File: src/rtl/norm_pkg.sv
// Shared types and width helpers for the stream pixel normalizer.
package norm_pkg;

  typedef enum logic [1:0] {
    IDLE   = 2'd0,
    CALC   = 2'd1,
    STREAM = 2'd2,
    DRAIN  = 2'd3
  } norm_state_t;

  // Scale factor width: integer part covers the output range, plus fraction bits.
  function automatic int unsigned norm_scale_width(input int unsigned out_width,
                                                   input int unsigned frac_bits);
    return out_width + frac_bits;
  endfunction

  // Product width: pixel difference times scale, plus one bit of rounding headroom.
  function automatic int unsigned norm_prod_width(input int unsigned data_width,
                                                  input int unsigned out_width,
                                                  input int unsigned frac_bits);
    return data_width + out_width + frac_bits + 1;
  endfunction

endpackage

File: src/rtl/norm_seq_divider.sv
// Restoring divider, one quotient bit per step; a zero divisor yields a zero quotient.
module norm_seq_divider #(
  parameter int unsigned QUOT_WIDTH = 24,
  parameter int unsigned DIV_WIDTH  = 8
) (
  input  logic                  clk,
  input  logic                  reset,
  input  logic                  load,
  input  logic                  step,
  input  logic [QUOT_WIDTH-1:0] dividend,
  input  logic [DIV_WIDTH-1:0]  divisor,
  output logic [QUOT_WIDTH-1:0] quotient
);

  logic [DIV_WIDTH-1:0]  divisor_q;
  logic [DIV_WIDTH:0]    rem_q;
  logic [QUOT_WIDTH-1:0] quot_q;
  logic                  zero_q;
  logic [DIV_WIDTH:0]    rem_shift;
  logic [DIV_WIDTH:0]    rem_sub;
  logic                  take;

  // One restoring step: shift in the next dividend bit, subtract when it fits.
  always_comb begin
    rem_shift = {rem_q[DIV_WIDTH-1:0], quot_q[QUOT_WIDTH-1]};
    rem_sub   = rem_shift - {1'b0, divisor_q};
    // rem_q never exceeds the divisor, so its guard bit is always 0 here.
    take      = rem_q[DIV_WIDTH] | (rem_shift >= {1'b0, divisor_q});
  end

  // Divider state: load operands, then iterate while step is high.
  always_ff @(posedge clk or posedge reset) begin
    if (reset) begin
      divisor_q <= '0;
      rem_q     <= '0;
      quot_q    <= '0;
      zero_q    <= 1'b0;
    end else if (load) begin
      divisor_q <= divisor;
      rem_q     <= '0;
      quot_q    <= dividend;
      zero_q    <= (divisor == '0);
    end else if (step) begin
      rem_q  <= take ? rem_sub : rem_shift;
      quot_q <= {quot_q[QUOT_WIDTH-2:0], take};
    end
  end

  assign quotient = zero_q ? '0 : quot_q;

endmodule

File: src/rtl/stream_pixel_normalizer.sv
// Streaming min/max pixel normalizer: per-channel scale computed once per frame,
// then a 2-stage clamp/subtract and multiply/shift/saturate pipeline.
// Optional build macro NORM_ROUND_EN: round half up before the final shift.
module stream_pixel_normalizer
  import norm_pkg::*;
#(
  parameter int unsigned DATA_WIDTH = 8,
  parameter int unsigned OUT_WIDTH  = 8,
  parameter int unsigned CHANNELS   = 1,
  parameter int unsigned ROWS       = 128,
  parameter int unsigned COLS       = 128,
  parameter int unsigned FRAC_BITS  = 16
) (
  input  logic                           clk,
  input  logic                           reset,
  input  logic                           start,
  input  logic [CHANNELS*DATA_WIDTH-1:0] min_val,
  input  logic [CHANNELS*DATA_WIDTH-1:0] max_val,
  input  logic                           s_valid,
  output logic                           s_ready,
  input  logic [CHANNELS*DATA_WIDTH-1:0] s_data,
  output logic                           m_valid,
  input  logic                           m_ready,
  output logic [CHANNELS*OUT_WIDTH-1:0]  m_data,
  output logic                           m_last,
  output logic                           busy,
  output logic                           done
);

  localparam int unsigned SW    = norm_scale_width(OUT_WIDTH, FRAC_BITS);
  localparam int unsigned PW    = norm_prod_width(DATA_WIDTH, OUT_WIDTH, FRAC_BITS);
  localparam int unsigned TOTAL = ROWS * COLS;
  localparam int unsigned BCW   = $clog2(TOTAL + 1);
  localparam int unsigned CCW   = $clog2(SW + 1);

  localparam logic [OUT_WIDTH-1:0] OUT_MAX   = '1;
  localparam logic [SW-1:0]        DIVIDEND  = {OUT_MAX, {FRAC_BITS{1'b0}}};
  localparam logic [BCW-1:0]       LAST_BEAT = BCW'(TOTAL - 1);
  localparam logic [CCW-1:0]       CALC_LAST = CCW'(SW - 1);

  norm_state_t state, next_state;

  logic [CCW-1:0]        calc_cnt;
  logic [BCW-1:0]        beat_cnt;
  logic                  start_frame;
  logic                  calc_step;
  logic                  frame_end;
  logic                  advance;
  logic                  accept;

  logic [DATA_WIDTH-1:0] min_q  [CHANNELS];
  logic [DATA_WIDTH-1:0] max_q  [CHANNELS];
  logic [SW-1:0]         scale  [CHANNELS];
  logic [DATA_WIDTH-1:0] d_next [CHANNELS];
  logic [DATA_WIDTH-1:0] s1_d   [CHANNELS];
  logic [PW-1:0]         prod   [CHANNELS];
  logic                  s1_valid;
  logic                  s1_last;
  logic [CHANNELS*OUT_WIDTH-1:0] y_next;

  assign advance = !m_valid || m_ready;
  assign accept  = s_valid && s_ready;
  assign busy    = (state != IDLE);

  // Per-channel scale dividers; a non-positive span loads a zero divisor.
  for (genvar c = 0; c < int'(CHANNELS); c++) begin : g_ch
    logic [DATA_WIDTH-1:0] lo, hi, span;
    assign lo   = min_val[c*DATA_WIDTH +: DATA_WIDTH];
    assign hi   = max_val[c*DATA_WIDTH +: DATA_WIDTH];
    assign span = (hi > lo) ? (hi - lo) : '0;

    norm_seq_divider #(
      .QUOT_WIDTH(SW),
      .DIV_WIDTH (DATA_WIDTH)
    ) u_div (
      .clk     (clk),
      .reset   (reset),
      .load    (start_frame),
      .step    (calc_step),
      .dividend(DIVIDEND),
      .divisor (span),
      .quotient(scale[c])
    );
  end

  // State register.
  always_ff @(posedge clk or posedge reset) begin
    if (reset) state <= IDLE;
    else       state <= next_state;
  end

  // Next-state decode and handshake/control strobes.
  always_comb begin
    next_state  = state;
    start_frame = 1'b0;
    calc_step   = 1'b0;
    frame_end   = 1'b0;
    s_ready     = 1'b0;
    case (state)
      IDLE: begin
        if (start) begin
          start_frame = 1'b1;
          next_state  = CALC;
        end
      end
      CALC: begin
        calc_step = 1'b1;
        if (calc_cnt == CALC_LAST) next_state = STREAM;
      end
      STREAM: begin
        s_ready = advance;
        if (s_valid && advance && (beat_cnt == LAST_BEAT)) next_state = DRAIN;
      end
      DRAIN: begin
        if (m_valid && m_ready && m_last) begin
          frame_end  = 1'b1;
          next_state = IDLE;
        end
      end
      default: next_state = IDLE;
    endcase
  end

  // Frame counters, captured bounds and the done pulse.
  always_ff @(posedge clk or posedge reset) begin
    if (reset) begin
      calc_cnt <= '0;
      beat_cnt <= '0;
      done     <= 1'b0;
      for (int c = 0; c < int'(CHANNELS); c++) begin
        min_q[c] <= '0;
        max_q[c] <= '0;
      end
    end else begin
      done <= frame_end;
      if (start_frame) begin
        calc_cnt <= '0;
        beat_cnt <= '0;
        for (int c = 0; c < int'(CHANNELS); c++) begin
          min_q[c] <= min_val[c*DATA_WIDTH +: DATA_WIDTH];
          max_q[c] <= max_val[c*DATA_WIDTH +: DATA_WIDTH];
        end
      end else begin
        if (calc_step) calc_cnt <= calc_cnt + CCW'(1);
        if (accept && (beat_cnt != LAST_BEAT)) beat_cnt <= beat_cnt + BCW'(1);
      end
    end
  end

  // Stage 1 combinational: clamp to [min, max] and subtract min.
  always_comb begin
    for (int c = 0; c < int'(CHANNELS); c++) begin
      if (s_data[c*DATA_WIDTH +: DATA_WIDTH] <= min_q[c])
        d_next[c] = '0;
      else if (s_data[c*DATA_WIDTH +: DATA_WIDTH] >= max_q[c])
        d_next[c] = max_q[c] - min_q[c];
      else
        d_next[c] = s_data[c*DATA_WIDTH +: DATA_WIDTH] - min_q[c];
    end
  end

  // Stage 2 combinational: multiply by scale, drop fraction, saturate.
  always_comb begin
    y_next = '0;
    for (int c = 0; c < int'(CHANNELS); c++) begin
      prod[c] = PW'(s1_d[c]) * PW'(scale[c]);
`ifdef NORM_ROUND_EN
      prod[c] = prod[c] + (PW'(1) << (FRAC_BITS - 1));
`endif
      prod[c] = prod[c] >> FRAC_BITS;
      y_next[c*OUT_WIDTH +: OUT_WIDTH] = (prod[c] > PW'(OUT_MAX)) ? OUT_MAX
                                                                   : prod[c][OUT_WIDTH-1:0];
    end
  end

  // Pipeline registers; everything holds while the output is stalled.
  always_ff @(posedge clk or posedge reset) begin
    if (reset) begin
      s1_valid <= 1'b0;
      s1_last  <= 1'b0;
      m_valid  <= 1'b0;
      m_last   <= 1'b0;
      m_data   <= '0;
      for (int c = 0; c < int'(CHANNELS); c++) s1_d[c] <= '0;
    end else if (advance) begin
      s1_valid <= accept;
      s1_last  <= accept && (beat_cnt == LAST_BEAT);
      if (accept) begin
        for (int c = 0; c < int'(CHANNELS); c++) s1_d[c] <= d_next[c];
      end
      m_valid <= s1_valid;
      m_last  <= s1_valid && s1_last;
      m_data  <= y_next;
    end
  end

endmodule

File: config.mk
export PLATFORM = sky130hd
export DESIGN_NAME = stream_pixel_normalizer
export DESIGN_NICKNAME = d
export VERILOG_FILES = /design/src/rtl/norm_pkg.sv /design/src/rtl/norm_seq_divider.sv /design/src/rtl/stream_pixel_normalizer.sv
export SDC_FILE = /design/constraint.sdc
export NUM_CORES = 1
export LEC_CHECK = 0
export ABC_CLOCK_PERIOD_IN_PS = 10000
export CAP_MARGIN = 20
export CORE_ASPECT_RATIO = 1.1
export CORE_UTILIZATION = 60
export CTS_CLUSTER_SIZE = 25
export DETAILED_ROUTE_END_ITERATION = 7
export PLACE_DENSITY_LB_ADDON = 0.12
export SKIP_LAST_GASP = 1
export SYNTH_ARGS = -nofsm -noshare
export SYNTH_HDL_FRONTEND = slang
export SYNTH_SLANG_ARGS = --single-unit
export TNS_END_PERCENT = 5
File: constraint.sdc
create_clock -name clk -period 10 [get_ports clk]
set_input_delay 1 -clock clk [delete_from_list [all_inputs] [get_ports clk]]
set_output_delay 1 -clock clk [all_outputs]
set_load 0.005 [all_outputs]
==> flow_summary.ini <==
[global_route]
grt.total_usage_pct = 26.9
grt_max_degree = 78
grt_pass1_wl_um = 43500
grt_pass1_vias = 9214
overflow = 0
antenna_found_initial = 0

[sta]
slew_violations = 0
period_share_pct = 65.6
worstMarginPinSlew_ns = 0.883
whs_ns = 0.473
finClkSkew_ns = 0.0134
slew_headroom_pct = 40.7
tns_ns = 0
rsz0062_at_grt = false
max_freq_mhz = 152
final-setup-viol-count = 0
hold_viol = 0
period_minus_slack_ns = 6.56

[flow_run]
drv_cap = 0

[clock_network]
cts_buffers = 9
cts_tree = built
post_cts_buffers = 0
htree_levels = 3
cts.repair.resized = 0
clk_latency_ns = 0.36
clockRootBuffer = clkbuf_16
numClockSinks = 101
cts_buffer_depth = 2
hold_buffers = 0
clk_pin_slew_ns = 0.08

[critical_path]
critPathKind = reg -> reg
r2r_end = m_data[7]
r2r_cells = 19
r2r_start = g_ch[0].u_div.zero_q
worst_ep_arrival_time_ns = 6.78
crit_required_ns = 10.21
cp-start-kind = flop
critPathMaxFanout = 26
worst-r2r-setup-slack_ns = 3.44
crit_path_end_kind = flop
crit_path_start = g_ch[0].u_div.zero_q
crit_end = m_data[7]

[worst_hold_path]
min-delay-path-class = reg -> reg

[synthesis]
syn_area_mm2 = 0.0119
synth_warnings = 0
synthCells = 1327
netlist_top_cells_area = fa_1 23%, dfrtp_1 21%, ha_1 10%
synth-edff-count = 0
yosysSeqAreaShare_pct = 21.2
async_reset_ff_share_pct = 100
synth.top_cell.area_share_pct = 22.7
synth_top_flop_cell = dfrtp_1
synth_nets = 1586
yosysTopAreaCell = fa_1
syn_area_per_cell_um2 = 8.96
synth-seq-cells = 101
synth_cell_type_count = 73

[status]
run_status = finished, final reports clean

[place]
place_area_mm2 = 0.0124
dp_hpwl_um = 20000
place.gp.congestion = 0.900
port_buffers = 41

[layout]
final_cell_mix = 212 x inv_1, 135 x fa_1, 134 x nand2_1
areaGrowthSynthToFinish_pct = 7.24
antennaDiodeCount = 0
drive_gt1_share_pct = 3.88
stdcell_area_mm2 = 0.0128
num-nets-final = 1595
final_common_cell = inv_1

[die]
row_count = 53
dieArea_mm2 = 0.0204
ioPinCount = 42
initial_utilization_pct = 61.6
die_h_um = 150
core_mm2 = 0.0193
chipWidth_um = 136

[route]
ant_nets = 0
wirelength_um = 25300
via_per_inst = 5.56
drtIter0Drc = 435
vias = 8836
drc_errors = 0
dr.pass1.iters = 5
wl_per_cell_um = 15.9

[power]
max-vdd-ir-drop_mv = 0.174
p_leak_nw = 6.13
p_per_area_mw_per_mm2 = 234
-- routing by layer --
layer	GRT usage, %	part of all wire [%]	vias to the layer above
met5	0	0	-
met4	7.39	1.9	0
met3	3.62	3.5	31
met2	45.0	48	168
met1	36.7	46	4329
li1	-	-	4308
-- cell families (layout without fill, tap and decap cells) --
logic type	Yosys count	in the layout	share of synthesized area (%)
muxes	33	33	2.80
DFF	101	101	21.2
adders and majority gates	230	230	32.7
and+or+nand+nor	438	438	19.2
AOI/OAI and AO/OA	214	214	11.9
buffers and inverters	261	275	8.54
xor gates and xnor gates	50	50	3.68
-- cell type report --
| type | count | area, um2 |
|---|---|---|
| sequential | 101 | 2530 |
| clock inverter | 7 | 68.8 |
| multi-input combinational | 965 | 8360 |
| clock buffer | 9 | 225 |
| tap | 247 | 309 |
| timing repair buffer | 46 | 468 |
| fill | 1608 | 6540 |
| inverter | 213 | 802 |
-- worst min-delay path by stage --
stage,depth (start not counted),to,from
floorplan,2,m_valid,s1_valid
global placement,2,m_valid,s1_valid
detailed placement,2,m_valid,s1_valid
CTS,2,m_valid,s1_valid
global route,2,m_valid,s1_valid
finish,2,m_valid,s1_valid
-- cell usage after synthesis (4+ instances only) --
cell      instances
xnor2_1          27
a21o_1           17
clkbuf_1         38
o21ai_1           4
ha_1             95
a21oi_2           4
nand2b_1          4
mux2i_1          31
inv_1           213
nand3_1          19
o21bai_1          6
nand4_1          20
nor2_1           59
and3_1            5
dfrtp_1         101
nor2b_1          27
nor3_1           10
o21a_1            6
a31oi_1          15
o21ai_0          66
and2_1          130
xor2_1           23
or3_1             5
fa_1            135
buf_1             4
nand2_1         134
nor3b_1           4
a21oi_1          47
a22o_1            8
-- flip-flops by register name (all words and copies together) (netlist names) --
register,count
g_ch.u_div.quot_q,24
beat_cnt,15
g_ch.u_div.rem_q,9
g_ch.u_div.divisor_q,8
m_data,8
max_q,8
min_q,8
s1_d,8
calc_cnt,5
state,2
done,1
g_ch.u_div.zero_q,1
m_last,1
m_valid,1
s1_last,1
s1_valid,1
-- power breakdown --
part	internal (mW)	switching, mW	total (mW)
clock	0.174	0.173	0.347
sequential	0.560	0.204	0.764
combinational	0.798	1.08	1.88
-- critical path, stage by stage (launching register included) --
cell     delay, ns
dfrtp_1       0.67
nor2b_1       0.64
nand2_1       0.17
fa_1          0.56
inv_1         0.05
fa_1          0.46
fa_1          0.54
inv_1         0.05
fa_1          0.52
inv_1         0.04
ha_1          0.40
nand2_1       0.14
a21o_2        0.20
a211o_2       0.33
a31oi_2       0.21
o22ai_2       0.12
xnor2_1       0.13
or4_4         0.54
nor4_4        0.46
a31oi_1       0.15
-- per-stage QoR --
step	setup slack, ns	utilization (%)	std cells	total power [mW]
finish	3.44	66.1	1588	2.99
global route	3.02	66.1	1588	3.29
CTS	3.42	66.0	1587	3.00
detailed placement	3.39	64.4	1571	2.64
global placement	3.49	64.4	1571	2.58
floorplan	4.18	-	1327	2.21
(Power assumes the default switching activity.)
